**config.mk**
```make
export PLATFORM = sky130hd
export DESIGN_NAME = asym_sdp_ram_flat
export DESIGN_NICKNAME = d
export VERILOG_FILES = /design/src/rtl/asym_ram_pkg.sv /design/src/rtl/asym_sdp_ram_if.sv /design/src/rtl/asym_sdp_ram_lane.sv /design/src/rtl/asym_sdp_ram.sv /design/src/flat_wrapper.sv
export SDC_FILE = /design/constraint.sdc
export NUM_CORES = 1
export LEC_CHECK = 0
export CORE_MARGIN = 2
export CORE_UTILIZATION = 37
export CTS_CLUSTER_DIAMETER = 30
export DETAILED_ROUTE_END_ITERATION = 10
export GPL_ROUTABILITY_DRIVEN = 0
export HOLD_SLACK_MARGIN = 0.15
export SYNTH_ARGS = -nofsm -noshare
export SYNTH_HDL_FRONTEND = slang
export SYNTH_HIERARCHICAL = 1
export SYNTH_SLANG_ARGS = --single-unit
```
**constraint.sdc**
```tcl
create_clock -name clk -period 2.24 [get_ports clk]
set_input_delay 0.336 -clock clk [delete_from_list [all_inputs] [get_ports clk]]
set_output_delay 0.336 -clock clk [all_outputs]
set_load 0.1 [all_outputs]
```
**src/rtl/asym_ram_pkg.sv**
```systemverilog
// Shared constants and width/ratio helpers for the asymmetric RAM and FIFO.
package asym_ram_pkg;

    localparam bit LANE_LSB_FIRST = 1'b1;

    function automatic bit is_pow2(input int v);
        return (v > 0) && ((v & (v - 1)) == 0);
    endfunction

    function automatic int ratio(input int a, input int b);
        return (a > b) ? a / b : b / a;
    endfunction

endpackage

```
**src/rtl/asym_sdp_ram_if.sv**
```systemverilog
// Write/read bus of the asymmetric simple dual-port RAM.
interface asym_sdp_ram_if #(
    parameter int WR_DATA_WIDTH = 8,
    parameter int RD_DATA_WIDTH = 32,
    parameter int WR_ADDR_WIDTH = 7,
    parameter int RD_ADDR_WIDTH = 5
);
    logic                     wr_port_ena;
    logic                     wr_en;
    logic [WR_ADDR_WIDTH-1:0] wr_addr;
    logic [WR_DATA_WIDTH-1:0] wr_data;
    logic                     rd_port_ena;
    logic                     rd_en;
    logic [RD_ADDR_WIDTH-1:0] rd_addr;
    logic [RD_DATA_WIDTH-1:0] rd_data;
    logic                     rd_valid;

    modport master (
        output wr_port_ena, wr_en, wr_addr, wr_data,
        output rd_port_ena, rd_en, rd_addr,
        input  rd_data, rd_valid
    );

    modport slave (
        input  wr_port_ena, wr_en, wr_addr, wr_data,
        input  rd_port_ena, rd_en, rd_addr,
        output rd_data, rd_valid
    );
endinterface

```
**src/rtl/asym_sdp_ram_lane.sv**
```systemverilog
// One MIN_W-wide lane of the asymmetric RAM: reset-free array, read-first,
// registered read output with synchronous reset (maps onto a BRAM output register).
module sdp_ram_lane #(
    parameter int WIDTH      = 8,
    parameter int ADDR_WIDTH = 5
) (
    input  logic                  clk,
    input  logic                  rst,
    input  logic                  we,
    input  logic [ADDR_WIDTH-1:0] waddr,
    input  logic [WIDTH-1:0]      wdata,
    input  logic                  re,
    input  logic [ADDR_WIDTH-1:0] raddr,
    output logic [WIDTH-1:0]      rdata
);
    logic [WIDTH-1:0] mem [2**ADDR_WIDTH];

    always_ff @(posedge clk) begin
        if (we) mem[waddr] <= wdata;
    end

    // Separate process reads the pre-edge contents, giving read-first behaviour.
    always_ff @(posedge clk) begin
        if (rst)     rdata <= '0;
        else if (re) rdata <= mem[raddr];
    end
endmodule

```
**src/rtl/asym_sdp_ram.sv**
```systemverilog
// Single-clock asymmetric simple dual-port RAM built from RATIO narrow lanes.
// Define ASYM_SDP_RAM_OUT_REG_EN for an extra output register stage (latency 2).
module asym_sdp_ram
    import asym_ram_pkg::*;
#(
    parameter int WR_DATA_WIDTH = 8,
    parameter int RD_DATA_WIDTH = 32,
    parameter int WR_DEPTH      = 128,
    parameter int WR_ADDR_WIDTH = 7,
    parameter int RD_DEPTH      = 32,
    parameter int RD_ADDR_WIDTH = 5
) (
    input logic           clk,
    input logic           rst,
    asym_sdp_ram_if.slave bus
);
    localparam int MIN_W   = (WR_DATA_WIDTH < RD_DATA_WIDTH) ? WR_DATA_WIDTH : RD_DATA_WIDTH;
    localparam int RATIO   = ratio(WR_DATA_WIDTH, RD_DATA_WIDTH);
    localparam int LOG_R   = $clog2(RATIO);
    localparam bit WR_WIDE = WR_DATA_WIDTH >= RD_DATA_WIDTH;
    localparam bit RD_WIDE = RD_DATA_WIDTH >= WR_DATA_WIDTH;
    localparam int LANE_AW = WR_WIDE ? WR_ADDR_WIDTH : RD_ADDR_WIDTH;

    if (!is_pow2(RATIO)) begin : g_bad_ratio
        $error("asym_sdp_ram: width ratio %0d is not a power of two", RATIO);
    end
    if (WR_DEPTH * WR_DATA_WIDTH != RD_DEPTH * RD_DATA_WIDTH) begin : g_bad_size
        $error("asym_sdp_ram: write and read capacities differ");
    end
    if (WR_ADDR_WIDTH != $clog2(WR_DEPTH)) begin : g_bad_wr_aw
        $error("asym_sdp_ram: WR_ADDR_WIDTH must equal clog2(WR_DEPTH)");
    end
    if (RD_ADDR_WIDTH != $clog2(RD_DEPTH)) begin : g_bad_rd_aw
        $error("asym_sdp_ram: RD_ADDR_WIDTH must equal clog2(RD_DEPTH)");
    end

    logic                     wr_fire;
    logic                     rd_fire;
    logic                     rd_v1;
    logic [LANE_AW-1:0]       lane_waddr;
    logic [LANE_AW-1:0]       lane_raddr;
    logic                     lane_we    [RATIO];
    logic [MIN_W-1:0]         lane_wdata [RATIO];
    logic [MIN_W-1:0]         lane_q     [RATIO];
    logic [RD_DATA_WIDTH-1:0] rd_word;

    assign wr_fire = bus.wr_port_ena & bus.wr_en & ~rst;
    assign rd_fire = bus.rd_port_ena & bus.rd_en;

    for (genvar i = 0; i < RATIO; i++) begin : g_lane
        localparam int POS = LANE_LSB_FIRST ? i : RATIO - 1 - i;

        if (WR_WIDE) begin : g_wr_wide
            assign lane_we[i]    = wr_fire;
            assign lane_wdata[i] = bus.wr_data[POS*MIN_W +: MIN_W];
        end else begin : g_wr_narrow
            assign lane_we[i]    = wr_fire && (bus.wr_addr[LOG_R-1:0] == LOG_R'(i));
            assign lane_wdata[i] = bus.wr_data;
        end

        if (RD_WIDE) begin : g_rd_wide
            assign rd_word[POS*MIN_W +: MIN_W] = lane_q[i];
        end

        sdp_ram_lane #(
            .WIDTH      (MIN_W),
            .ADDR_WIDTH (LANE_AW)
        ) u_lane (
            .clk   (clk),
            .rst   (rst),
            .we    (lane_we[i]),
            .waddr (lane_waddr),
            .wdata (lane_wdata[i]),
            .re    (rd_fire),
            .raddr (lane_raddr),
            .rdata (lane_q[i])
        );
    end

    if (WR_WIDE) begin : g_waddr_wide
        assign lane_waddr = bus.wr_addr;
    end else begin : g_waddr_narrow
        assign lane_waddr = bus.wr_addr[WR_ADDR_WIDTH-1:LOG_R];
    end

    if (RD_WIDE) begin : g_raddr_wide
        assign lane_raddr = bus.rd_addr;
    end else begin : g_raddr_narrow
        // Lane select is registered alongside the lane outputs so it stalls with them.
        logic [LOG_R-1:0] sel_q;
        always_ff @(posedge clk) begin
            if (rst)          sel_q <= '0;
            else if (rd_fire) sel_q <= bus.rd_addr[LOG_R-1:0];
        end
        assign lane_raddr = bus.rd_addr[RD_ADDR_WIDTH-1:LOG_R];
        assign rd_word    = lane_q[sel_q];
    end

    always_ff @(posedge clk) begin
        if (rst)                  rd_v1 <= 1'b0;
        else if (bus.rd_port_ena) rd_v1 <= bus.rd_en;
    end

`ifdef ASYM_SDP_RAM_OUT_REG_EN
    logic [RD_DATA_WIDTH-1:0] rd_d2;
    logic                     rd_v2;

    always_ff @(posedge clk) begin
        if (rst) begin
            rd_d2 <= '0;
            rd_v2 <= 1'b0;
        end else if (bus.rd_port_ena) begin
            rd_v2 <= rd_v1;
            if (rd_v1) rd_d2 <= rd_word;
        end
    end

    assign bus.rd_data  = rd_d2;
    assign bus.rd_valid = rd_v2;
`else
    assign bus.rd_data  = rd_word;
    assign bus.rd_valid = rd_v1;
`endif
endmodule
```
**src/flat_wrapper.sv**
```systemverilog
// flat-port wrapper written by rule: the top's interface ports become plain ports
module asym_sdp_ram_flat import asym_ram_pkg::*;
#(
    parameter int WR_DATA_WIDTH = 8,
    parameter int RD_DATA_WIDTH = 32,
    parameter int WR_DEPTH      = 128,
    parameter int WR_ADDR_WIDTH = 7,
    parameter int RD_DEPTH      = 32,
    parameter int RD_ADDR_WIDTH = 5
)
  (clk, rst, bus_wr_port_ena, bus_wr_en, bus_wr_addr, bus_wr_data, bus_rd_port_ena, bus_rd_en, bus_rd_addr, bus_rd_data, bus_rd_valid);
  asym_sdp_ram_if #(.WR_DATA_WIDTH(WR_DATA_WIDTH), .RD_DATA_WIDTH(RD_DATA_WIDTH), .WR_ADDR_WIDTH(WR_ADDR_WIDTH), .RD_ADDR_WIDTH(RD_ADDR_WIDTH)) bus_i ();
  input logic clk;
  input logic rst;
  input wire logic [$bits(bus_i.wr_port_ena)-1:0] bus_wr_port_ena;
  input wire logic [$bits(bus_i.wr_en)-1:0] bus_wr_en;
  input wire logic [$bits(bus_i.wr_addr)-1:0] bus_wr_addr;
  input wire logic [$bits(bus_i.wr_data)-1:0] bus_wr_data;
  input wire logic [$bits(bus_i.rd_port_ena)-1:0] bus_rd_port_ena;
  input wire logic [$bits(bus_i.rd_en)-1:0] bus_rd_en;
  input wire logic [$bits(bus_i.rd_addr)-1:0] bus_rd_addr;
  output wire logic [$bits(bus_i.rd_data)-1:0] bus_rd_data;
  output wire logic [$bits(bus_i.rd_valid)-1:0] bus_rd_valid;
  assign bus_i.wr_port_ena = bus_wr_port_ena;
  assign bus_i.wr_en = bus_wr_en;
  assign bus_i.wr_addr = bus_wr_addr;
  assign bus_i.wr_data = bus_wr_data;
  assign bus_i.rd_port_ena = bus_rd_port_ena;
  assign bus_i.rd_en = bus_rd_en;
  assign bus_i.rd_addr = bus_rd_addr;
  assign bus_rd_data = bus_i.rd_data;
  assign bus_rd_valid = bus_i.rd_valid;
  asym_sdp_ram #(.WR_DATA_WIDTH(WR_DATA_WIDTH), .RD_DATA_WIDTH(RD_DATA_WIDTH), .WR_DEPTH(WR_DEPTH), .WR_ADDR_WIDTH(WR_ADDR_WIDTH), .RD_DEPTH(RD_DEPTH), .RD_ADDR_WIDTH(RD_ADDR_WIDTH)) u_core (.clk(clk), .rst(rst), .bus(bus_i));
endmodule
```
==> results of run 1 <==
worst max-delay path: cells and delay by family:
family | cells | cell delay [ps]
buf+inv | 4 | 990
simple gates | 4 | 1200
per-layer routing:
metal | share of wire, % | track usage [%] | up-vias
met1 | 42 | 23.03 | 11870
met5 | 0.0086 | 0 | -
met3 | 6.1 | 3.405 | 170
met2 | 50 | 30.24 | 804
li1 | - | - | 10510
met4 | 2.3 | 5.651 | 2
through the flow:
stage               power [W]  cells  TNS, ps  cell area [um2]
floorplan             0.02360   2413        0            41610
global placement      0.02483   4133  -313890            46320
finish                0.05079   4467        0            52340
global route          0.05222   4467        0            52340
CTS                   0.05118   4467        0            52320
detailed placement    0.02486   4133  -318530            46320
power by group through the flow:
stage | clock network [W] | logic, W | registers [W]
final | 0.0263 | 0.00267 | 0.0218
after global routing | 0.0276 | 0.00281 | 0.0218
after CTS | 0.0267 | 0.00268 | 0.0218
after detailed placement | 0 | 0.00266 | 0.0222
after global placement | 0 | 0.00263 | 0.0222
after floorplan | 0 | 0.00111 | 0.0225
area by class of cell:
cell class | instances | area, um2
clock buffers | 209 | 4642
well taps | 1500 | 1877
multi-input cells | 1212 | 9404
flip-flops and latches | 1057 | 31410
fillers | 9500 | 59700
repair buffers | 372 | 3719
clock inverters | 117 | 1284
how the worst max path moves through the flow:
stage,end,depth (start not counted),slack (ps),from
CTS,u_core/g_lane[3].u_lane/rdata[0]$_SDFFE_PP0P_,8,60,bus_rd_addr[1]
floorplan,u_core/g_lane[1].u_lane/mem[0][0]$_DFFE_PP_,5,10,bus_wr_port_ena
finish,u_core/g_lane[1].u_lane/mem[28][0]$_DFFE_PP_,8,150,bus_wr_port_ena
detailed placement,u_core/g_lane[3].u_lane/rdata[0]$_SDFFE_PP0P_,8,-740,bus_rd_addr[1]
global placement,u_core/g_lane[0].u_lane/mem[8][2]$_DFFE_PP_,8,-760,bus_wr_port_ena
global route,u_core/g_lane[1].u_lane/mem[28][0]$_DFFE_PP_,8,90,bus_wr_port_ena
cell families (layout without fill, tap and decap cells):
family	Yosys count	after routing
mux	513	513
flops	1057	1057
buf+inv	144	698
compound gates	416	416
simple gates	283	283
cells in the final DEF (no fill, tap or decap), types with 12 or more instances in the layout:
master and n:
clkinv_2 14, a211oi_1 32, edfxtp_1 1024, or4_1 32, nor2_1 165, clkbuf_1 25, inv_6 24, clkdlybuf4s50_1 15
mux2i_1 513, clkinvlp_4 22, a21oi_1 128, clkinv_4 18, a22oi_1 256, buf_12 69, buf_4 278, clkinv_1 14
dfxtp_1 33, or3b_2 12, clkbuf_16 179, bufinv_16 16, nand3b_1 20
what timing repair did:
item / in CTS / in global routing
gates resized for setup: 0 / 2
endpoints found under the setup margin: 0 / 72
hold endpoints to repair: 182 / 0
hold buffers: 8 / 0
sequential cells by signal (all words and copies together), names as in the netlist:
register                    flops
u_core/g_lane.u_lane/mem     1024
u_core/g_lane.u_lane/rdata     32
u_core/bus.rd_valid             1
==> impl_summary.txt, run 1 <==
----------------------------------------------------
[STA]
  Max Clk Rate ... 479.5 MHz
  Final Hold Violating Endpoints ... 0
  Slew margin rel. ... 51.59%
  Worst setup slack after layout ... 154.4 ps
  Minimum period implied by the final worst setup slack ... 2086 ps
  Setup violators final ... 0
  Worst clock skew ... 17.19 ps
  Setup repair after global routing missed its margin ... false
  Actual transition at the worst max-transition pin ... 724.5 ps
  Number of pins exceeding their max-slew limit in the final report ... 0
  Portion of the clock cycle consumed by the worst path in the final layout ... 93.11%
  Minimum hold slack ... 283.6 ps

[Worst setup path]
  Critical Path Fanout Max ... 8
  Cell at the slowest stage of the critical path ... or3b_2
  Most common cell type on the critical path ... buf_4
  Delay of the slowest cell on the worst path ... 600 ps
  Worst endpoint data arrival time ... 2540 ps
  Type of origin of the critical path ... input pin
  Capturing point of the worst reg2reg path ... u_core/g_lane[0].u_lane/rdata[3]$_SDFFE_PP0P_
  Launch point of the worst reg-to-reg path ... u_core/g_lane[0].u_lane/mem[20][3]$_DFFE_PP_
  Required arrival time at the worst endpoint ... 2690 ps
  Capturing element type of the critical path ... flop
  Internal reg-to-reg setup slack ... 440 ps
  Cells traversed along the worst timing path ... clkdlybuf4s50_1, buf_4, nand2_2, nor4b_1, buf_4, or3b_2, nor2_1, buf_4
  Type of the worst setup path ... input pin to flop
  Cells on worst reg2reg path ... 5

[Worst hold path]
  End point of the most critical hold path ... u_core/bus.rd_valid$_SDFFE_PP0P_
  Startpoint of the worst hold path ... bus_rd_port_ena
  Number of stages on the worst hold path ... 3
  Hold/Removal Path Class ... input pin to flop

[Placement]
  DP Wirelength ... 65,940 um
  Post-placement setup slack ... -737.6 ps
  Number of buffers added on ports ... 58

[Synthesis]
  Area fraction of the dominant cell type after synthesis ... 73.90%
  Area fraction in compound gates after synthesis ... 6.735%
  Simple-gate area share of the yosys netlist ... 3.422%
  Cells after synthesis ... 2,413
  Mux contribution to synthesized area ... 12.34%
  Library cell with the highest instance count after synthesis ... edfxtp_1
  Synthesized area per cell ... 17.25 um2
  Post-synthesis cell type count ... 25
  Top cells by instance count after synthesis ... edfxtp_1, mux2i_1, a22oi_1
  Async S/R FF share, synth ... 0%
  Post-synthesis adder-cell area fraction ... 0%
  Leading cell types by total area after synthesis ... edfxtp_1, mux2i_1, a22oi_1
  Netlist area before placement ... 41,610 um2
  Sequential share of the synthesized area ... 75.48%
  Number of synthesized register bits ... 1,057
  Post-synthesis xor/xnor area fraction ... 0%
  Library cell with the largest summed area after synthesis ... edfxtp_1
  Commonest register cell after synthesis ... edfxtp_1
  Number of enable flip-flop cells after synthesis ... 1,024
  Main combinational cell family by area after synthesis ... multiplexers
  Total number of yosys warnings ... 6
  Synthesized Nets ... 2,439

[GRT]
  Number of antenna violations at the first check in global routing ... 5
  Total congestion overflow ... 0
  All-Layer GR Usage ... 17.81%
  Global-route wire length before repair ... 153,400 um
  Vias in the first global route ... 23,910
  Maximum number of pins on one net before global-route repair ... 71

[CTS]
  Number of buffers on the longest clock path ... 3
  Post-CTS setup-driven buffer insertion count ... 0
  Clk_lat worst skew ... 750 ps
  Clock sink count ... 1,057
  H-tree Lvls ... 4
  Root Buffer Master ... clkbuf_16
  Num CTS Buffers ... 174
  CTS tree ... yes
  Clock slew seen by the registers of the worst setup and hold paths ... 50 ps

[Floorplanning]
  Die Span Y ... 339.4 um
  IO Count ... 59
  Placeable core region ... 112,000 um2
  Die Area ... 115,200 um2
  Die extent in x ... 339.4 um
  Starting Density ... 37.14%
  Standard-cell row count ... 123

[Layout]
  Synthesis-to-finish area growth ... 25.77%
  Share of the core filled with cells ... 46.71%
  Nets ... 2,843
  Number of diodes ... 0
  Fraction of layout cells with a size suffix above 1 ... 22.51%

[Route]
  Average via count per standard cell ... 5.229
  Drt initial violations ... 2,051
  Total Routed Length ... 104,100 um
  Residual antenna-violating net count after detailed routing ... 0
  Average detailed-routed wire length per instance ... 23.30 um
  Via Count ... 23,360
  Count of TritonRoute iterations in the first routing pass ... 5
  Post-route DRC violation count ... 0

[Pwr]
  Proportion of total power due to net switching ... 22.20%
  Power density cells ... 970.6 nW/um2
  Maximum vdd drop ... 0.0007340 V
  Proportion of power drawn by the clock network ... 51.8%
  Part of the power in combinational logic ... 5.3%
  Static leakage ... 18.60 nW
  Share of total power in sequential cells ... 43.0%
  Internal power summed over all cells ... 0.03952 W
  Switching power total ... 0.01128 W

[Job]
  Number of maximum-capacitance violations ... 0

[Run status]
  Result of the run ... completed

----------------------------------------------------
Power figures use the tool's default switching activity.
==> inputs of run 2 (changes only) <==
--- a/config.mk
+++ b/config.mk
@@ -5,7 +5,7 @@
 export SDC_FILE = /design/constraint.sdc
 export NUM_CORES = 1
 export LEC_CHECK = 0
-export CORE_MARGIN = 2
+export CORE_MARGIN = 1
 export CORE_UTILIZATION = 37
 export CTS_CLUSTER_DIAMETER = 30
 export DETAILED_ROUTE_END_ITERATION = 10
==> run 2 against run 1 <==
Net effect:
- core utilization up 0.83 points
- sequential share of layout area down 0.56 points
- worst hold slack got worse by 48 ps
==> impl_summary.txt, run 2 (synthesis results as in run 1) <==
----------------------------------------------------
[Layout]
  Largest register by flop count ... u_core/g_lane.u_lane/mem
  Most common cell after layout, fill and taps aside ... edfxtp_1
  Nets ... 2,883
  Max FFs per register ... 1,024
  Fraction of layout cells with a size suffix above 1 ... 23.49%
  Synthesis-to-finish area growth ... 26.96%
  Commonest cells after routing, fill and taps aside ... edfxtp_1, mux2i_1, buf_4
  Number of diodes ... 0

[Route]
  Post-route DRC violation count ... 0
  Total Routed Length ... 104,600 um
  Average via count per standard cell ... 5.246
  Via Count ... 23,600
  Average detailed-routed wire length per instance ... 23.26 um
  Drt initial violations ... 2,230
  Count of TritonRoute iterations in the first routing pass ... 5
  Residual antenna-violating net count after detailed routing ... 0

[Worst setup path]
  Cell family with most CP delay ... buffers and inverters
  Capturing element type of the critical path ... flop
  Required arrival time at the worst endpoint ... 2680 ps
  Type of the worst setup path ... input pin to flop
  Internal reg-to-reg setup slack ... 360 ps
  Cells traversed along the worst timing path ... dlygate4sd3_1, buf_2, nor4_1, buf_4, or3b_2, nor2_1, buf_4
  Cell depth of the worst setup path ... 7
  Cell at the slowest stage of the critical path ... or3b_2
  Critical Path Fanout Max ... 8
  Most common cell type on the critical path ... buf_4
  Capturing point of the worst reg2reg path ... u_core/g_lane[3].u_lane/rdata[0]$_SDFFE_PP0P_
  Cells on worst reg2reg path ... 5
  Type of origin of the critical path ... input pin
  Delay of the slowest cell on the worst path ... 650 ps
  Worst endpoint data arrival time ... 2580 ps
  Launch point of the worst reg-to-reg path ... u_core/g_lane[3].u_lane/mem[9][0]$_DFFE_PP_
  Total buffers and inverters traversed by the critical path ... 4

[GRT]
  Number of antenna violations at the first check in global routing ... 2
  All-Layer GR Usage ... 18.42%
  Global-route wire length before repair ... 154,800 um
  Vias in the first global route ... 24,010
  Total congestion overflow ... 0
  Maximum number of pins on one net before global-route repair ... 65

[CTS]
  H-tree Lvls ... 4
  Num CTS Buffers ... 180
  Root Buffer Master ... clkbuf_16
  Clock slew seen by the registers of the worst setup and hold paths ... 50 ps
  Clock sink count ... 1,057
  Post-CTS setup-driven buffer insertion count ... 0
  Clk_lat worst skew ... 750 ps
  Number of buffers on the longest clock path ... 3
  CTS tree ... yes

[Floorplanning]
  Die Span Y ... 337.4 um
  Starting Density ... 37.45%
  Placeable core region ... 111,100 um2
  IO Count ... 59
  Standard-cell row count ... 122
  Die extent in x ... 337.4 um
  Die Area ... 113,800 um2

[Pwr]
  Maximum vdd drop ... 0.0006929 V
  Total power after layout ... 0.05163 W
  Power density cells ... 977.3 nW/um2
  Static leakage ... 18.89 nW

[STA]
  Minimum hold slack ... 235.3 ps
  Final Hold Violating Endpoints ... 0
  Actual transition at the worst max-transition pin ... 1251 ps
  Setup repair after global routing missed its margin ... false
  Portion of the clock cycle consumed by the worst path in the final layout ... 95.34%
  Worst clock skew ... 18.11 ps
  Minimum period implied by the final worst setup slack ... 2136 ps
  Number of pins exceeding their max-slew limit in the final report ... 0
  Max Clk Rate ... 468.2 MHz
  Slew margin rel. ... 16.53%
  Setup violators final ... 0

[Placement]
  Number of buffers added on ports ... 58
  DP Wirelength ... 67,250 um

[Worst hold path]
  Startpoint of the worst hold path ... bus_rd_en
  End point of the most critical hold path ... u_core/bus.rd_valid$_SDFFE_PP0P_
  Number of stages on the worst hold path ... 3
  Hold/Removal Path Class ... input pin to flop

[Run status]
  Result of the run ... completed

[Job]
  Number of maximum-capacitance violations ... 0

----------------------------------------------------
run 2: cell types whose count changed in the layout (fill, tap and decap cells not counted), moves of 5 or more:
cell and change:
bufinv_16 +5, clkinv_1 +7, buf_4 +29, clkinv_4 -8
clkinv_2 +11
run 2: area by class of cell:
cell class,count,area [um2]
multi-input combinational,1212,9405
sequential,1057,31410
tap,1488,1862
timing repair buffer,406,4026
clock buffer,205,4639
clock inverter,130,1486
fill,9382,58300
run 2: worst reg2reg max path, delay by kind of cell (launching register included):
family,cells,cell delay [ps]
mux,1,80
simple gates,1,590
flops,1,340
compound gates,3,790
run 2: layer usage:
| layer | up-vias | track usage [%] | share of wire [%] |
|---|---|---|---|
| met5 | - | 0 | 0.0076 |
| met2 | 804 | 31.00 | 50 |
| met3 | 174 | 3.413 | 5.9 |
| met1 | 11990 | 24.14 | 42 |
| met4 | 2 | 5.613 | 2.3 |
| li1 | 10620 | - | - |
run 2: worst max path at each step:
stage / start / endpoint / slack, ps
2_1_floorplan: bus_wr_port_ena / u_core/g_lane[1].u_lane/mem[0][0]$_DFFE_PP_ / 10
3_3_place_gp: bus_rd_addr[1] / u_core/g_lane[1].u_lane/rdata[3]$_SDFFE_PP0P_ / -590
3_5_place_dp: bus_rd_addr[2] / u_core/g_lane[1].u_lane/rdata[2]$_SDFFE_PP0P_ / -630
4_1_cts: rst / u_core/g_lane[2].u_lane/mem[8][0]$_DFFE_PP_ / 40
5_1_grt: rst / u_core/g_lane[0].u_lane/mem[20][3]$_DFFE_PP_ / 10
6_report: rst / u_core/g_lane[0].u_lane/mem[20][3]$_DFFE_PP_ / 100
run 2: where the power goes:
part / leakage (nW) / switching [W] / internal [W]
clock: 2.95 / 0.00962 / 0.0175
sequential: 9.47 / 0.0000620 / 0.0218
combinational: 6.47 / 0.00175 / 0.000963
total: 18.9 / 0.0114 / 0.0402
run 2: through the flow:
step / instances / instance area (um2) / worst slack (ps) / utilization, % / setup TNS [ps]
3_3_place_gp: 4154 / 46600 / -585.3 / 41.94 / -203770
6_report: 4498 / 52830 / 104.4 / 47.54 / 0
3_5_place_dp: 4154 / 46600 / -629.7 / 41.94 / -237830
2_1_floorplan: 2413 / 41610 / 13.36 / - / 0
5_1_grt: 4498 / 52830 / 11.58 / 47.54 / 0
4_1_cts: 4498 / 52820 / 36.51 / 47.53 / 0
run 2: repair_timing:
item,in CTS,in global routing
hold endpoints to repair,257,0
endpoints found under the setup margin,0,79
hold buffers,9,0
gates resized for setup,0,2
